File: src/rtl/seg7_pkg.sv
// Shared 7-segment glyph set {a,b,c,d,e,f,g,dp} (bit 7 = a, logical 1 = lit)
// and the nibble-to-glyph lookup used by scanned and static displays.
package seg7_pkg;

    localparam logic [7:0] SEG_0     = 8'hFC;
    localparam logic [7:0] SEG_1     = 8'h60;
    localparam logic [7:0] SEG_2     = 8'hDA;
    localparam logic [7:0] SEG_3     = 8'hF2;
    localparam logic [7:0] SEG_4     = 8'h66;
    localparam logic [7:0] SEG_5     = 8'hB6;
    localparam logic [7:0] SEG_6     = 8'hBE;
    localparam logic [7:0] SEG_7     = 8'hE0;
    localparam logic [7:0] SEG_8     = 8'hFE;
    localparam logic [7:0] SEG_9     = 8'hF6;
    localparam logic [7:0] SEG_A     = 8'hEE;
    localparam logic [7:0] SEG_B     = 8'h3E;
    localparam logic [7:0] SEG_C     = 8'h9C;
    localparam logic [7:0] SEG_D     = 8'h7A;
    localparam logic [7:0] SEG_E     = 8'h9E;
    localparam logic [7:0] SEG_F     = 8'h8E;
    localparam logic [7:0] SEG_BLANK = 8'h00;

    localparam int unsigned SEG_DP_BIT = 0;

    function automatic logic [7:0] hex_to_seg(input logic [3:0] nibble);
        logic [7:0] glyph;
        case (nibble)
            4'h0: glyph = SEG_0;
            4'h1: glyph = SEG_1;
            4'h2: glyph = SEG_2;
            4'h3: glyph = SEG_3;
            4'h4: glyph = SEG_4;
            4'h5: glyph = SEG_5;
            4'h6: glyph = SEG_6;
            4'h7: glyph = SEG_7;
            4'h8: glyph = SEG_8;
            4'h9: glyph = SEG_9;
            4'hA: glyph = SEG_A;
            4'hB: glyph = SEG_B;
            4'hC: glyph = SEG_C;
            4'hD: glyph = SEG_D;
            4'hE: glyph = SEG_E;
            4'hF: glyph = SEG_F;
        endcase
        return glyph;
    endfunction

endpackage

File: src/rtl/seg7_hex_decode.sv
// Combinational hex nibble to logical 7-segment glyph (dp bit always clear).
module seg7_hex_decode
    import seg7_pkg::*;
(
    input  logic [3:0] nibble,
    output logic [7:0] seg
);

    assign seg = hex_to_seg(nibble);

endmodule

File: src/rtl/seg7_scan_driver.sv
// Time-multiplexed N-digit hex display driver with frame-synchronous update,
// leading-zero suppression, per-digit enable and selectable pin polarity.
module seg7_scan_driver
    import seg7_pkg::*;
#(
    parameter int unsigned NUM_DIGITS = 8,
    parameter int unsigned PRESCALE   = 1000,
    parameter bit          ACTIVE_LOW = 1'b0
) (
    input  logic                    clk,
    input  logic                    rst,
    input  logic [4*NUM_DIGITS-1:0] value,
    input  logic [NUM_DIGITS-1:0]   dp_in,
    input  logic                    load,
    input  logic [NUM_DIGITS-1:0]   digit_en,
    input  logic                    lz_blank,
    output logic [7:0]              seg,
    output logic [NUM_DIGITS-1:0]   an,
    output logic                    frame_start
);

    localparam int unsigned PW = $clog2(PRESCALE);
    localparam int unsigned IW = (NUM_DIGITS > 1) ? $clog2(NUM_DIGITS) : 1;
    localparam int unsigned VW = 4 * NUM_DIGITS;
    localparam logic [PW-1:0] PC_LAST  = PW'(PRESCALE - 1);
    localparam logic [IW-1:0] IDX_LAST = IW'(NUM_DIGITS - 1);

    logic [PW-1:0]         pc;
    logic [IW-1:0]         idx;
    logic [VW-1:0]         pend_val;
    logic [NUM_DIGITS-1:0] pend_dp;
    logic                  pend_valid;
    logic [VW-1:0]         shadow_val;
    logic [NUM_DIGITS-1:0] shadow_dp;

    logic [7:0]            seg_q;
    logic [NUM_DIGITS-1:0] an_q;
    logic                  fs_q;

    logic                  pc_last;
    logic                  boundary;
    logic [3:0]            cur_nib;
    logic                  cur_dp;
    logic                  cur_en;
    logic                  upper_zero;
    logic [NUM_DIGITS-1:0] sel;
    logic [7:0]            glyph;
    logic [7:0]            seg_d;
    logic [NUM_DIGITS-1:0] an_d;

    assign pc_last  = (pc == PC_LAST);
    assign boundary = pc_last && (idx == IDX_LAST);

    // upper_zero: current digit and every more-significant digit are zero
    always_comb begin
        cur_nib    = '0;
        cur_dp     = 1'b0;
        cur_en     = 1'b0;
        upper_zero = 1'b1;
        sel        = '0;
        for (int unsigned k = 0; k < NUM_DIGITS; k++) begin
            if (k == 32'(idx)) begin
                cur_nib = shadow_val[4*k +: 4];
                cur_dp  = shadow_dp[k];
                cur_en  = digit_en[k];
                sel[k]  = 1'b1;
            end
            if ((k >= 32'(idx)) && (shadow_val[4*k +: 4] != 4'h0)) begin
                upper_zero = 1'b0;
            end
        end
    end

    seg7_hex_decode u_decode (
        .nibble (cur_nib),
        .seg    (glyph)
    );

    always_comb begin
        seg_d = SEG_BLANK;
        an_d  = '0;
        if (cur_en) begin
            an_d = sel;
            if (!(lz_blank && upper_zero && (idx != '0))) begin
                seg_d = glyph;
            end
            seg_d[SEG_DP_BIT] = seg_d[SEG_DP_BIT] | cur_dp;
        end
    end

    always_ff @(posedge clk) begin
        if (rst) begin
            pc         <= '0;
            idx        <= '0;
            pend_val   <= '0;
            pend_dp    <= '0;
            pend_valid <= 1'b0;
            shadow_val <= '0;
            shadow_dp  <= '0;
            seg_q      <= SEG_BLANK;
            an_q       <= '0;
            fs_q       <= 1'b0;
        end else begin
            pc <= pc_last ? '0 : pc + 1'b1;
            if (pc_last) begin
                idx <= (idx == IDX_LAST) ? '0 : idx + 1'b1;
            end

            // A load on the boundary cycle bypasses pending straight to shadow.
            if (boundary) begin
                if (load) begin
                    shadow_val <= value;
                    shadow_dp  <= dp_in;
                end else if (pend_valid) begin
                    shadow_val <= pend_val;
                    shadow_dp  <= pend_dp;
                end
                pend_valid <= 1'b0;
            end else if (load) begin
                pend_val   <= value;
                pend_dp    <= dp_in;
                pend_valid <= 1'b1;
            end

            seg_q <= seg_d;
            an_q  <= an_d;
            fs_q  <= (pc == '0) && (idx == '0);
        end
    end

    assign seg         = seg_q ^ {8{ACTIVE_LOW}};
    assign an          = an_q ^ {NUM_DIGITS{ACTIVE_LOW}};
    assign frame_start = fs_q;

endmodule

File: config.mk
export PLATFORM = sky130hd
export DESIGN_NAME = seg7_scan_driver
export DESIGN_NICKNAME = d
export VERILOG_FILES = /design/src/rtl/seg7_pkg.sv /design/src/rtl/seg7_hex_decode.sv /design/src/rtl/seg7_scan_driver.sv
export SDC_FILE = /design/constraint.sdc
export NUM_CORES = 1
export LEC_CHECK = 0
export CORE_MARGIN = 2
export CORE_UTILIZATION = 23
export DETAILED_ROUTE_END_ITERATION = 10
export HOLD_SLACK_MARGIN = 0.08
export PLACE_DENSITY = 0.41
export RECOVER_POWER = 100
export SLEW_MARGIN = 40
export SYNTH_ARGS = -nofsm -noshare
export SYNTH_HDL_FRONTEND = slang
export SYNTH_SLANG_ARGS = --single-unit
export TNS_END_PERCENT = 100
File: constraint.sdc
create_clock -name clk -period 2.95 [get_ports clk]
set_input_delay 0.59 -clock clk [delete_from_list [all_inputs] [get_ports clk]]
set_output_delay 0.59 -clock clk [all_outputs]
set_load 0.05 [all_outputs]
==> flow_summary_export.csv, run 1 <==
group,metric,value,unit
power_and_ir_drop,power_switching,0.0007464,W
finish,seqCellArea,0.002222,sq mm
synthesis,synth.avg_cell_area,8.611,sq um
run,max_cap_violations,1,
timing,timing.slew.headroom,-60.51,%
placement,gpl_congestion,0.8064,
clocking,htree_levels,3,
synthesis,postSynthRegisterBits,111,
power_and_ir_drop,clockPowerShare,40.6,%
setup_path,path_common_cell,"sky130_fd_sc_hd__o21ai_0",
timing,fin_worst_skew,0.007073,ns
synthesis,post_synth_num_cell_types,64,
floorplan,die-width,154.4,um
routing,drt-initial-drc-count,209,
synthesis,yosys_warnings,0,
finish,count_of_nets_after_finishing,728,
setup_path,worst_path_largest_cell_delay,0.44,ns
synthesis,async_reset_ff_share,0,%
clocking,cts.repair.resized,0,
routing,drt_via_density,4.726,
routing,detail-route-antenna-nets,0,
clocking,postCtsHoldBufs,0,
floorplan,rows,55,
routing,wl_per_cell,15.27,um
finish,antennaDiodeCount,0,
finish,layout.cell_area.non_filler,0.006480,sq mm
finish,layout-drive-gt1-share,8.234,%
synthesis,dominantRegCellSynth,"sky130_fd_sc_hd__dfxtp_1",
timing,grt_setup_unrepaired,"false",
clocking,clock_insertion_delay_worst_skew,0.36,ns
finish,multiInputGateArea,0.002693,sq mm
synthesis,count_of_flip_flops_with_a_built_in_enable_after_synthesis,0,
clocking,post-cts-setup-buffer-count,0,
min_path,holdCritPathClass,"reg -> reg",
finish,final_cell_mix,"111 x sky130_fd_sc_hd__dfxtp_1, 99 x sky130_fd_sc_hd__nand2_1, 66 x sky130_fd_sc_hd__nor2_1",
grt,global_route.usage.total,12.26,%
timing,timing.hold.ws,0.4544,ns
run_status,violations,"capacitance limit, slew limit",
timing,finalHoldViolations,0,
power_and_ir_drop,power_density_over_the_cells,475.4,mW/mm^2
setup_path,cp_data_required_time,3.25,ns
finish,final_common_cell,"sky130_fd_sc_hd__dfxtp_1",
placement,sum_of_net_half_perimeters_after_detailed_placement,11060,um
floorplan,initial_utilization,23.18,%
routing,drt-pass1-iter-count,4,
placement,port-buffer-count,68,
grt,grt.overflow.total,0,
power_and_ir_drop,power.combinational.fraction,8.9,%
routing,residual_drc_count,0,
routing,via_count,4504,
timing,min_period,2.708,ns
power_and_ir_drop,portion_of_total_power_attributed_to_sequential_cells,50.5,%
setup_path,worstPathMaxFanout,13,
routing,wirelength,14550,um
synthesis,syn-cell-area,0.005201,sq mm
setup_path,crit_path_top_delay_cell,"sky130_fd_sc_hd__mux4_2",
synthesis,syn-num-nets,669,
placement,detailed_place.area,0.006207,sq mm
power_and_ir_drop,cell_internal_pwr,0.002334,W
setup_path,worstPathCellList,"buf_4 > nand2b_1 > a32oi_1 > o21ai_0 > a221oi_1 > o21ai_0 > mux2_2 > ha_1 > inv_1 > mux4_2 > nor2_1",
synthesis,sequential_cell_area_fraction_in_the_yosys_report,42.72,%
floorplan,fp.dieH,154.4,um
grt,grt_pass1_vias,4336,
finish,flow.area_growth_from_synthesis,24.58,%
timing,period_share,91.79,%
setup_path,timing.setup.critical_path_class,"reg -> reg",
finish,final_core_utilization,28.88,%
power_and_ir_drop,ir_drop_worst_vdd,236.7,uV
clocking,tritoncts,"done",
setup_path,r2r_slack,0.24,ns
run_status,status,"complete, but fails checks",
clocking,numCtsBuffers,9,
grt,wire_length_of_the_first_global_routing_pass,23090,um
timing,worstMarginPinSlew,2.408,ns
floorplan,core_region_area,0.02243,sq mm
timing,timing.final.setup_violations,0,
timing,tns,0,ns
timing,clock.fmax,0.3693,GHz
grt,number_of_antenna_violations_at_the_first_check_in_global_routing,0,
clocking,clkTransAtPathRegs,0.08,ns
synthesis,postSynthCellCount,604,
clocking,clock_sinks,111,
floorplan,io-pin-count,69,
power_and_ir_drop,switching_share,24.23,%
finish,fillers,2417,
setup_path,critPathCaptureType,"flop",
power_and_ir_drop,total_leakage_power,2.460,nW
floorplan,design.die.area,0.02383,sq mm
setup_path,crit_arrival,3.00,ns
grt,grt_max_degree,53,
timing,timing.final.max_slew_violations,53,
clocking,cts.path.max_buffers,2,
setup_path,worstSetupStartpointType,"flop",
clocking,ctsRootBufferMaster,"sky130_fd_sc_hd__clkbuf_16",
## layer usage
metal | up-vias | GRT usage (%) | share of wire, % | routed length, um
li1 | 2257 | - | - | -
met1 | 2114 | 16.53 | 48 | 7025
met2 | 114 | 19.67 | 46 | 6693
met3 | 19 | 2.438 | 4.3 | 624
met4 | 0 | 4.056 | 1.4 | 206
met5 | - | 0 | 0 | 0
## kinds of logic after synthesis
group | synth area share (%)
AOI/OAI and AO/OA | 19.25
xor gates and xnor gates | 1.179
adders and majority gates | 3.127
buffers and inverters | 5.196
DFF | 42.72
muxes | 9.141
and+or+nand+nor | 19.39
## Yosys cell counts, types with 3 or more instances
cell type | count | share of area [%]
sky130_fd_sc_hd__ha_1 | 13 | 3.1
sky130_fd_sc_hd__a221oi_1 | 4 | 0.67
sky130_fd_sc_hd__a21oi_1 | 53 | 5.1
sky130_fd_sc_hd__clkbuf_1 | 20 | 1.4
sky130_fd_sc_hd__a31oi_1 | 3 | 0.36
sky130_fd_sc_hd__o21ai_0 | 16 | 1.5
sky130_fd_sc_hd__nor2_1 | 64 | 4.6
sky130_fd_sc_hd__nor3_1 | 11 | 1.1
sky130_fd_sc_hd__and3b_1 | 6 | 1.0
sky130_fd_sc_hd__nand2_1 | 99 | 7.1
sky130_fd_sc_hd__and3_1 | 3 | 0.36
sky130_fd_sc_hd__mux2i_1 | 43 | 8.3
sky130_fd_sc_hd__xor2_1 | 4 | 0.67
sky130_fd_sc_hd__xnor2_1 | 3 | 0.51
sky130_fd_sc_hd__buf_4 | 5 | 0.72
sky130_fd_sc_hd__nand3_1 | 4 | 0.38
sky130_fd_sc_hd__inv_1 | 13 | 0.94
sky130_fd_sc_hd__nand4_1 | 4 | 0.48
sky130_fd_sc_hd__nand2b_1 | 3 | 0.36
sky130_fd_sc_hd__nor4_1 | 7 | 0.84
sky130_fd_sc_hd__dfxtp_1 | 111 | 43
sky130_fd_sc_hd__a211oi_1 | 43 | 6.2
sky130_fd_sc_hd__buf_2 | 18 | 1.7
## state kept, by name, summed over array words and instances, names as in the netlist
signal / flops
pend_val: 32
shadow_val: 32
pc: 10
an: 8
pend_dp: 8
seg: 8
shadow_dp: 8
idx: 3
frame_start: 1
pend_valid: 1
## power by group through the flow
stage | Sequential, W | Clock, W | Combinational [W]
floorplan | 0.00161 | 0 | 0.000132
global placement | 0.00159 | 0 | 0.000279
detailed placement | 0.00159 | 0 | 0.000283
CTS | 0.00156 | 0.00130 | 0.000283
global route | 0.00156 | 0.00135 | 0.000300
finish | 0.00156 | 0.00125 | 0.000273
## metrics by stage
stage / instances / power, W / setup slack, ns
after floorplan: 604 / 0.001743 / 0.1262
after global placement: 937 / 0.001870 / 0.3059
after detailed placement: 937 / 0.001875 / 0.2481
after CTS: 953 / 0.003145 / 0.2434
after global routing: 953 / 0.003215 / 0.03380
final: 953 / 0.003081 / 0.2421
## final cells by class
class                           count  share of cell area, %
Multi-Input combinational cell    434                  41.55
Sequential cell                   111                  34.29
Timing Repair Buffer               92                  13.05
Tap cell                          285                  5.503
Clock buffer                        9                  3.476
Clock inverter                      7                  1.255
Inverter                           15                 0.8689
## worst paths after layout
kind | to | start | cells after the start
min | pend_val[20]$_SDFFE_PP0P_ | pend_val[20]$_SDFFE_PP0P_ | 2
min reg2reg | pend_val[20]$_SDFFE_PP0P_ | pend_val[20]$_SDFFE_PP0P_ | 2
max | seg[4]$_SDFF_PP0_ | idx[1]$_SDFFE_PP0N_ | 11
max reg2reg | seg[4]$_SDFF_PP0_ | idx[1]$_SDFFE_PP0N_ | 11
## critical path, delay by kind of cell, from the launching register on
kind,cells,cell delay [ns]
flops,1,0.33
mux,2,0.79
compound gates,4,0.78
buf+inv,2,0.23
simple gates,2,0.26
fa+ha+maj,1,0.28
Power figures use the tool's default switching activity.
==> run 2: changes to the inputs <==
Settings changed: RECOVER_POWER 100 to not set.
==> run 2 against run 1 <==
The flow now finishes without violations. First-iteration DRC count up 12%. Worst hold slack about the same. Clock power about the same. Global-route usage unchanged. Final area rose by 0.52%. Clock-buffer cell count is the same. Register-to-register slack lost 0.03 ns. Die area unchanged.
==> flow_summary_export.csv, run 2 (synthesis gave the netlist of run 1 again) <==
group,metric,value,unit
finish,top_regs,"pend_val (32), shadow_val (32), pc (10)",
placement,sum_of_net_half_perimeters_after_detailed_placement,11060,um
placement,detailed_place.area,0.006207,sq mm
power_and_ir_drop,total_leakage_power,2.433,nW
grt,wire_length_of_the_first_global_routing_pass,23090,um
floorplan,initial_utilization,23.18,%
routing,wirelength,14560,um
clocking,numCtsBuffers,9,
finish,layout-drive-gt1-share,9.281,%
finish,fillers,2405,
clocking,tritoncts,"done",
floorplan,design.die.area,0.02383,sq mm
clocking,clock_insertion_delay_worst_skew,0.36,ns
clocking,post-cts-setup-buffer-count,0,
timing,period_share,92.87,%
setup_path,cp_data_required_time,3.25,ns
finish,final_core_utilization,29.04,%
setup_path,critPathCaptureType,"flop",
floorplan,die-width,154.4,um
routing,drt-initial-drc-count,235,
clocking,postCtsHoldBufs,0,
routing,top_layer_used,"met4",
power_and_ir_drop,ir_drop_worst_vdd,235.8,uV
power_and_ir_drop,power_density_over_the_cells,473.5,mW/mm^2
clocking,cts.repair.resized,0,
clocking,htree_levels,3,
routing,met2RoutedLength,6707,um
routing,drt_via_density,4.721,
timing,min_period,2.740,ns
routing,route.layer.met1.wl,7064,um
timing,timing.slew.headroom,61.64,%
finish,final_common_cell,"sky130_fd_sc_hd__dfxtp_1",
finish,layout.cell_area.non_filler,0.006514,sq mm
min_path,holdCritPathClass,"reg -> reg",
timing,timing.final.max_slew_violations,0,
finish,antennaDiodeCount,0,
finish,count_of_nets_after_finishing,728,
floorplan,core_region_area,0.02243,sq mm
routing,residual_drc_count,0,
clocking,clkTransAtPathRegs,0.08,ns
run,max_cap_violations,0,
finish,final_cell_mix,"111 x sky130_fd_sc_hd__dfxtp_1, 99 x sky130_fd_sc_hd__nand2_1, 66 x sky130_fd_sc_hd__clkdlybuf4s50_1",
timing,fin_worst_skew,0.007550,ns
setup_path,worstSetupStartpointType,"flop",
routing,met3WireLength,567,um
clocking,ctsRootBufferMaster,"sky130_fd_sc_hd__clkbuf_16",
routing,detail-route-antenna-nets,0,
setup_path,worstPathMaxFanout,13,
timing,tns,0,ns
placement,port-buffer-count,68,
clocking,clock_sinks,111,
grt,number_of_antenna_violations_at_the_first_check_in_global_routing,0,
setup_path,timing.setup.critical_path_class,"reg -> reg",
routing,drt-pass1-iter-count,5,
timing,finalHoldViolations,0,
floorplan,rows,55,
setup_path,crit_arrival,3.04,ns
timing,worstMarginPinSlew,0.5694,ns
grt,grt_max_degree,53,
placement,gpl_congestion,0.8064,
timing,grt_setup_unrepaired,"false",
timing,timing.final.setup_violations,0,
routing,via_count,4499,
grt,grt.overflow.total,0,
timing,clock.fmax,0.3650,GHz
finish,flow.area_growth_from_synthesis,25.23,%
floorplan,fp.dieH,154.4,um
clocking,cts.path.max_buffers,2,
run_status,status,"complete, no violations",
timing,timing.hold.ws,0.4544,ns
grt,global_route.usage.total,12.26,%
floorplan,io-pin-count,69,
grt,grt_pass1_vias,4336,
routing,wl_per_cell,15.28,um
==> run 2: changes by cell type in the layout (fill, tap and decap cells not counted), sizes merged <==
cell           delta
buf               +5
clkbuf            -5
clkdlybuf4s50    +17
dlygate4sd3      -17
==> run 2: worst paths after layout <==
kind,startpoint,endpoint,slack (ns),depth (start not counted)
setup / recovery,idx[1]$_SDFFE_PP0N_,seg[4]$_SDFF_PP0_,0.21,11
hold / removal,pend_val[20]$_SDFFE_PP0P_,pend_val[20]$_SDFFE_PP0P_,0.45,2
setup reg to reg,idx[1]$_SDFFE_PP0N_,seg[4]$_SDFF_PP0_,0.21,11
hold reg to reg,pend_val[20]$_SDFFE_PP0P_,pend_val[20]$_SDFFE_PP0P_,0.45,2
==> run 2: cell type report <==
type | count | area, sq um | share of cell area (%)
multi-input combinational | 434 | 2709 | 41.59
sequential | 111 | 2222 | 34.11
timing repair buffer | 92 | 863.3 | 13.25
tap | 285 | 356.6 | 5.474
clock buffer | 9 | 225.2 | 3.458
clock inverter | 7 | 81.33 | 1.249
inverter | 15 | 56.30 | 0.8644
==> run 2: power breakdown <==
| part | leakage [nW] | switching, W | internal (W) |
|---|---|---|---|
| logic | 1.38 | 0.000147 | 0.000130 |
| registers | 0.905 | 0.0000184 | 0.00154 |
| clock network | 0.147 | 0.000582 | 0.000670 |
==> run 2: metal layers <==
| metal | track usage, % | vias up |
|---|---|---|
| met5 | 0 | - |
| met4 | 4.056 | 0 |
| met3 | 2.438 | 17 |
| met2 | 19.67 | 99 |
| met1 | 16.53 | 2127 |
| li1 | - | 2256 |
==> run 2: worst max-delay path: stages, from the launching register on <==
cell and delay, ns:
sky130_fd_sc_hd__dfxtp_1 0.33, sky130_fd_sc_hd__buf_4 0.19, sky130_fd_sc_hd__nand2b_1 0.17, sky130_fd_sc_hd__a32oi_1 0.19
sky130_fd_sc_hd__o21ai_0 0.11, sky130_fd_sc_hd__a221oi_1 0.25, sky130_fd_sc_hd__o21ai_0 0.25, sky130_fd_sc_hd__mux2_2 0.36
sky130_fd_sc_hd__ha_1 0.28, sky130_fd_sc_hd__inv_1 0.04, sky130_fd_sc_hd__mux4_2 0.44, sky130_fd_sc_hd__nor2_1 0.09
==> run 2: stage by stage <==
| step | instances | power (W) | setup slack [ns] |
|---|---|---|---|
| after floorplan | 604 | 0.001743 | 0.1262 |
| after CTS | 953 | 0.003145 | 0.2434 |
| after global routing | 953 | 0.003219 | 0.03690 |
| final | 953 | 0.003084 | 0.2104 |
| after detailed placement | 937 | 0.001875 | 0.2481 |
| after global placement | 937 | 0.001870 | 0.3059 |
==> run 3: changes to the inputs <==
Settings changed: ABC_AREA set to 1.
==> run 3 against run 2 <==
Clock power decreased by 3%. Synthesized cell count increased by 19%. Sequential share of layout area increased by 0.59 points. Final cell count increased by 11%. First-iteration DRC count increased by 11%. Critical path depth increased by 2. Synthesized area decreased by 1.8%. Sequential cell count unchanged. Combinational power increased by 5%. Final area decreased by 1.7%. Global-route usage increased by 0.74 points. Largest power group unchanged. Via count increased by 4.9%.
==> flow_summary_export.csv, run 3 <==
group,metric,value,unit
synthesis,synth.avg_cell_area,7.115,sq um
clocking,numCtsBuffers,9,
timing,timing.final.max_slew_violations,0,
grt,wire_length_of_the_first_global_routing_pass,24290,um
synthesis,post-synth-top-count-cell,"sky130_fd_sc_hd__nand2_1",
floorplan,die-width,153.0,um
clocking,cts.path.max_buffers,2,
synthesis,async_reset_ff_share,0,%
power_and_ir_drop,ir_drop_worst_vdd,230.1,uV
clocking,cts.repair.resized,0,
placement,gpl_congestion,0.8580,
finish,layout.cell_area.non_filler,0.006404,sq mm
clocking,clkTransAtPathRegs,0.08,ns
routing,wirelength,15050,um
setup_path,crit_arrival,2.76,ns
timing,fin_worst_skew,0.01023,ns
setup_path,critPathCaptureType,"flop",
floorplan,initial_utilization,23.41,%
setup_path,timing.setup.critical_path_class,"reg -> reg",
routing,drt-initial-drc-count,262,
setup_path,worstSetupStartpointType,"flop",
finish,final_cell_mix,"137 x sky130_fd_sc_hd__nand2_1, 111 x sky130_fd_sc_hd__dfxtp_1, 100 x sky130_fd_sc_hd__o21ai_0",
setup_path,last_element_of_the_critical_path,"seg[3]$_SDFF_PP0_",
synthesis,post_synth_num_cell_types,35,
floorplan,core_region_area,0.02182,sq mm
setup_path,cp_data_required_time,3.19,ns
routing,drt_via_density,4.448,
timing,timing.final.setup_violations,0,
synthesis,synth_commonest_cells,"137 x sky130_fd_sc_hd__nand2_1, 111 x sky130_fd_sc_hd__dfxtp_1, 100 x sky130_fd_sc_hd__o21ai_0",
min_path,holdCritPathClass,"reg -> reg",
timing,min_period,2.522,ns
clocking,clock_sinks,111,
timing,tns,0,ns
setup_path,crit_path_top_delay_cell,"sky130_fd_sc_hd__dfxtp_1",
power_and_ir_drop,total_leakage_power,2.550,nW
synthesis,syn-num-nets,783,
synthesis,syn-cell-area,0.005109,sq mm
setup_path,setup.worst_path.start,"idx[1]$_SDFFE_PP0N_",
synthesis,count_of_flip_flops_with_a_built_in_enable_after_synthesis,0,
synthesis,postSynthRegisterBits,111,
synthesis,synthDominantCellAreaShare,43.50,%
finish,fillers,2416,
finish,count_of_nets_after_finishing,841,
setup_path,worstPathMaxFanout,6,
finish,top_regs,"pend_val (32), shadow_val (32), pc (10)",
grt,grt_max_degree,56,
synthesis,postSynthCellCount,718,
routing,drt-pass1-iter-count,4,
setup_path,worst_path_largest_cell_delay,0.40,ns
placement,port-buffer-count,68,
floorplan,rows,54,
power_and_ir_drop,power_density_over_the_cells,478.5,mW/mm^2
finish,layout-drive-gt1-share,6.530,%
setup_path,regToRegEndpoint,"seg[3]$_SDFF_PP0_",
finish,antennaDiodeCount,0,
finish,multiInputGateArea,0.002445,sq mm
grt,grt.overflow.total,0,
setup_path,worstPathCellList,"inv_2 > ha_1 > nand2_1 > o21ai_0 > a21oi_1 > o221ai_1 > o211ai_1 > nand2_1 > o21ai_0 > ha_1 > nand3_1 > nor3b_1 > nor2_1",
placement,detailed_place.area,0.006121,sq mm
floorplan,design.die.area,0.02342,sq mm
placement,sum_of_net_half_perimeters_after_detailed_placement,11020,um
grt,number_of_antenna_violations_at_the_first_check_in_global_routing,0,
clocking,clock_insertion_delay_worst_skew,0.36,ns
routing,wl_per_cell,14.18,um
setup_path,worst_r2r_path_depth,13,
grt,global_route.usage.total,13.00,%
synthesis,sequential_cell_area_fraction_in_the_yosys_report,43.50,%
clocking,tritoncts,"done",
floorplan,io-pin-count,69,
grt,grt_pass1_vias,4477,
setup_path,r2r_start,"idx[1]$_SDFFE_PP0N_",
finish,final_common_cell,"sky130_fd_sc_hd__nand2_1",
routing,detail-route-antenna-nets,0,
routing,residual_drc_count,0,
clocking,htree_levels,3,
synthesis,yosys_warnings,0,
floorplan,fp.dieH,153.0,um
timing,grt_setup_unrepaired,"false",
timing,worstMarginPinSlew,0.5472,ns
timing,clock.fmax,0.3965,GHz
routing,via_count,4719,
run,max_cap_violations,0,
timing,period_share,85.50,%
synthesis,netlist.top_cell.by_area,"sky130_fd_sc_hd__dfxtp_1",
finish,seqCellArea,0.002222,sq mm
synthesis,dominantRegCellSynth,"sky130_fd_sc_hd__dfxtp_1",
synthesis,synth_top_cells_by_area,"sky130_fd_sc_hd__dfxtp_1 43%, sky130_fd_sc_hd__nand2_1 10%, sky130_fd_sc_hd__o21ai_0 9.8%",
clocking,postCtsHoldBufs,0,
clocking,post-cts-setup-buffer-count,0,
timing,finalHoldViolations,0,
setup_path,r2r_slack,0.43,ns
finish,flow.area_growth_from_synthesis,25.35,%
run_status,status,"complete, no violations",
timing,timing.slew.headroom,63.52,%
clocking,ctsRootBufferMaster,"sky130_fd_sc_hd__clkbuf_16",
## run 3: cell count changes in the layout (fill, tap and decap cells not counted), sizes merged, moves of 20 or more
cell    previous run  this run
a211oi            43         0
a31oi              3        25
inv               17        76
mux2i             43         0
nand2             99       141
nand3              4        28
nor2              66        86
o21ai             17       114
## run 3: metrics by stage
step | worst slack (ns) | hold WS (ns) | total power [W] | utilization, % | std cells
after floorplan | 0.7069 | 0.4237 | 0.001752 | - | 718
after global placement | 0.5327 | 0.4326 | 0.001898 | 28.05 | 1045
after detailed placement | 0.5443 | 0.4359 | 0.001900 | 28.05 | 1045
after CTS | 0.5039 | 0.4477 | 0.003134 | 29.34 | 1061
after global routing | 0.1825 | 0.4654 | 0.003211 | 29.34 | 1061
final | 0.4279 | 0.4462 | 0.003064 | 29.34 | 1061
## run 3: final cells by class
type	instances	share of cell area [%]
Multi-Input combinational cell	497	38.18
Sequential cell	111	34.70
Timing Repair Buffer	83	12.90
Tap cell	280	5.471
Inverter	74	4.338
Clock buffer	12	3.849
Clock inverter	4	0.5666
## run 3: worst min-delay path by stage
| stage | endpoint | slack (ns) | start | depth (start not counted) |
|---|---|---|---|---|
| final | pend_val[0]$_SDFFE_PP0P_ | 0.45 | pend_val[0]$_SDFFE_PP0P_ | 2 |
| after global routing | pend_val[0]$_SDFFE_PP0P_ | 0.47 | pend_val[0]$_SDFFE_PP0P_ | 2 |
| after CTS | pend_val[4]$_SDFFE_PP0P_ | 0.45 | pend_val[4]$_SDFFE_PP0P_ | 2 |
| after detailed placement | pend_val[4]$_SDFFE_PP0P_ | 0.44 | pend_val[4]$_SDFFE_PP0P_ | 2 |
| after global placement | pend_val[1]$_SDFFE_PP0P_ | 0.43 | pend_val[1]$_SDFFE_PP0P_ | 2 |
| after floorplan | pend_val[31]$_SDFFE_PP0P_ | 0.42 | pend_val[31]$_SDFFE_PP0P_ | 2 |
## run 3: per-layer routing
metal  share of wire [%]  vias to the layer above  global-route usage (%)
li1                    -                     2487                       -
met1                  50                     2120                   17.86
met2                  44                       87                   19.77
met3                 3.8                       25                   3.090
met4                 2.4                        0                   4.850
met5                   0                        -                       0
## run 3: kinds of logic (layout without fill, tap and decap cells)
group	Yosys count	count (layout)	share of synthesized area, %
AOI/OAI and AO/OA	207	207	21.72
xor gates and xnor gates	2	2	0.3429
adders and majority gates	13	13	3.184
buffers and inverters	110	173	8.646
DFF	111	111	43.50
and+or+nand+nor	275	275	22.61
## run 3: power by group
part	internal, W	switching [W]	total [W]
Combinational	0.000128	0.000164	0.000292
Clock	0.000612	0.000595	0.00121
Sequential	0.00155	0.0000187	0.00156
Total	0.00229	0.000778	0.00306
## run 3: worst max-delay path: cells and delay by family, from the launching register on
kind	cells	cell delay (ns)
AO/OA/AOI/OAI	5	0.83
AND/OR/NAND/NOR	5	0.65
adder cells (fa/ha/maj)	2	0.41
flip-flops	1	0.40
buffers and inverters	1	0.13
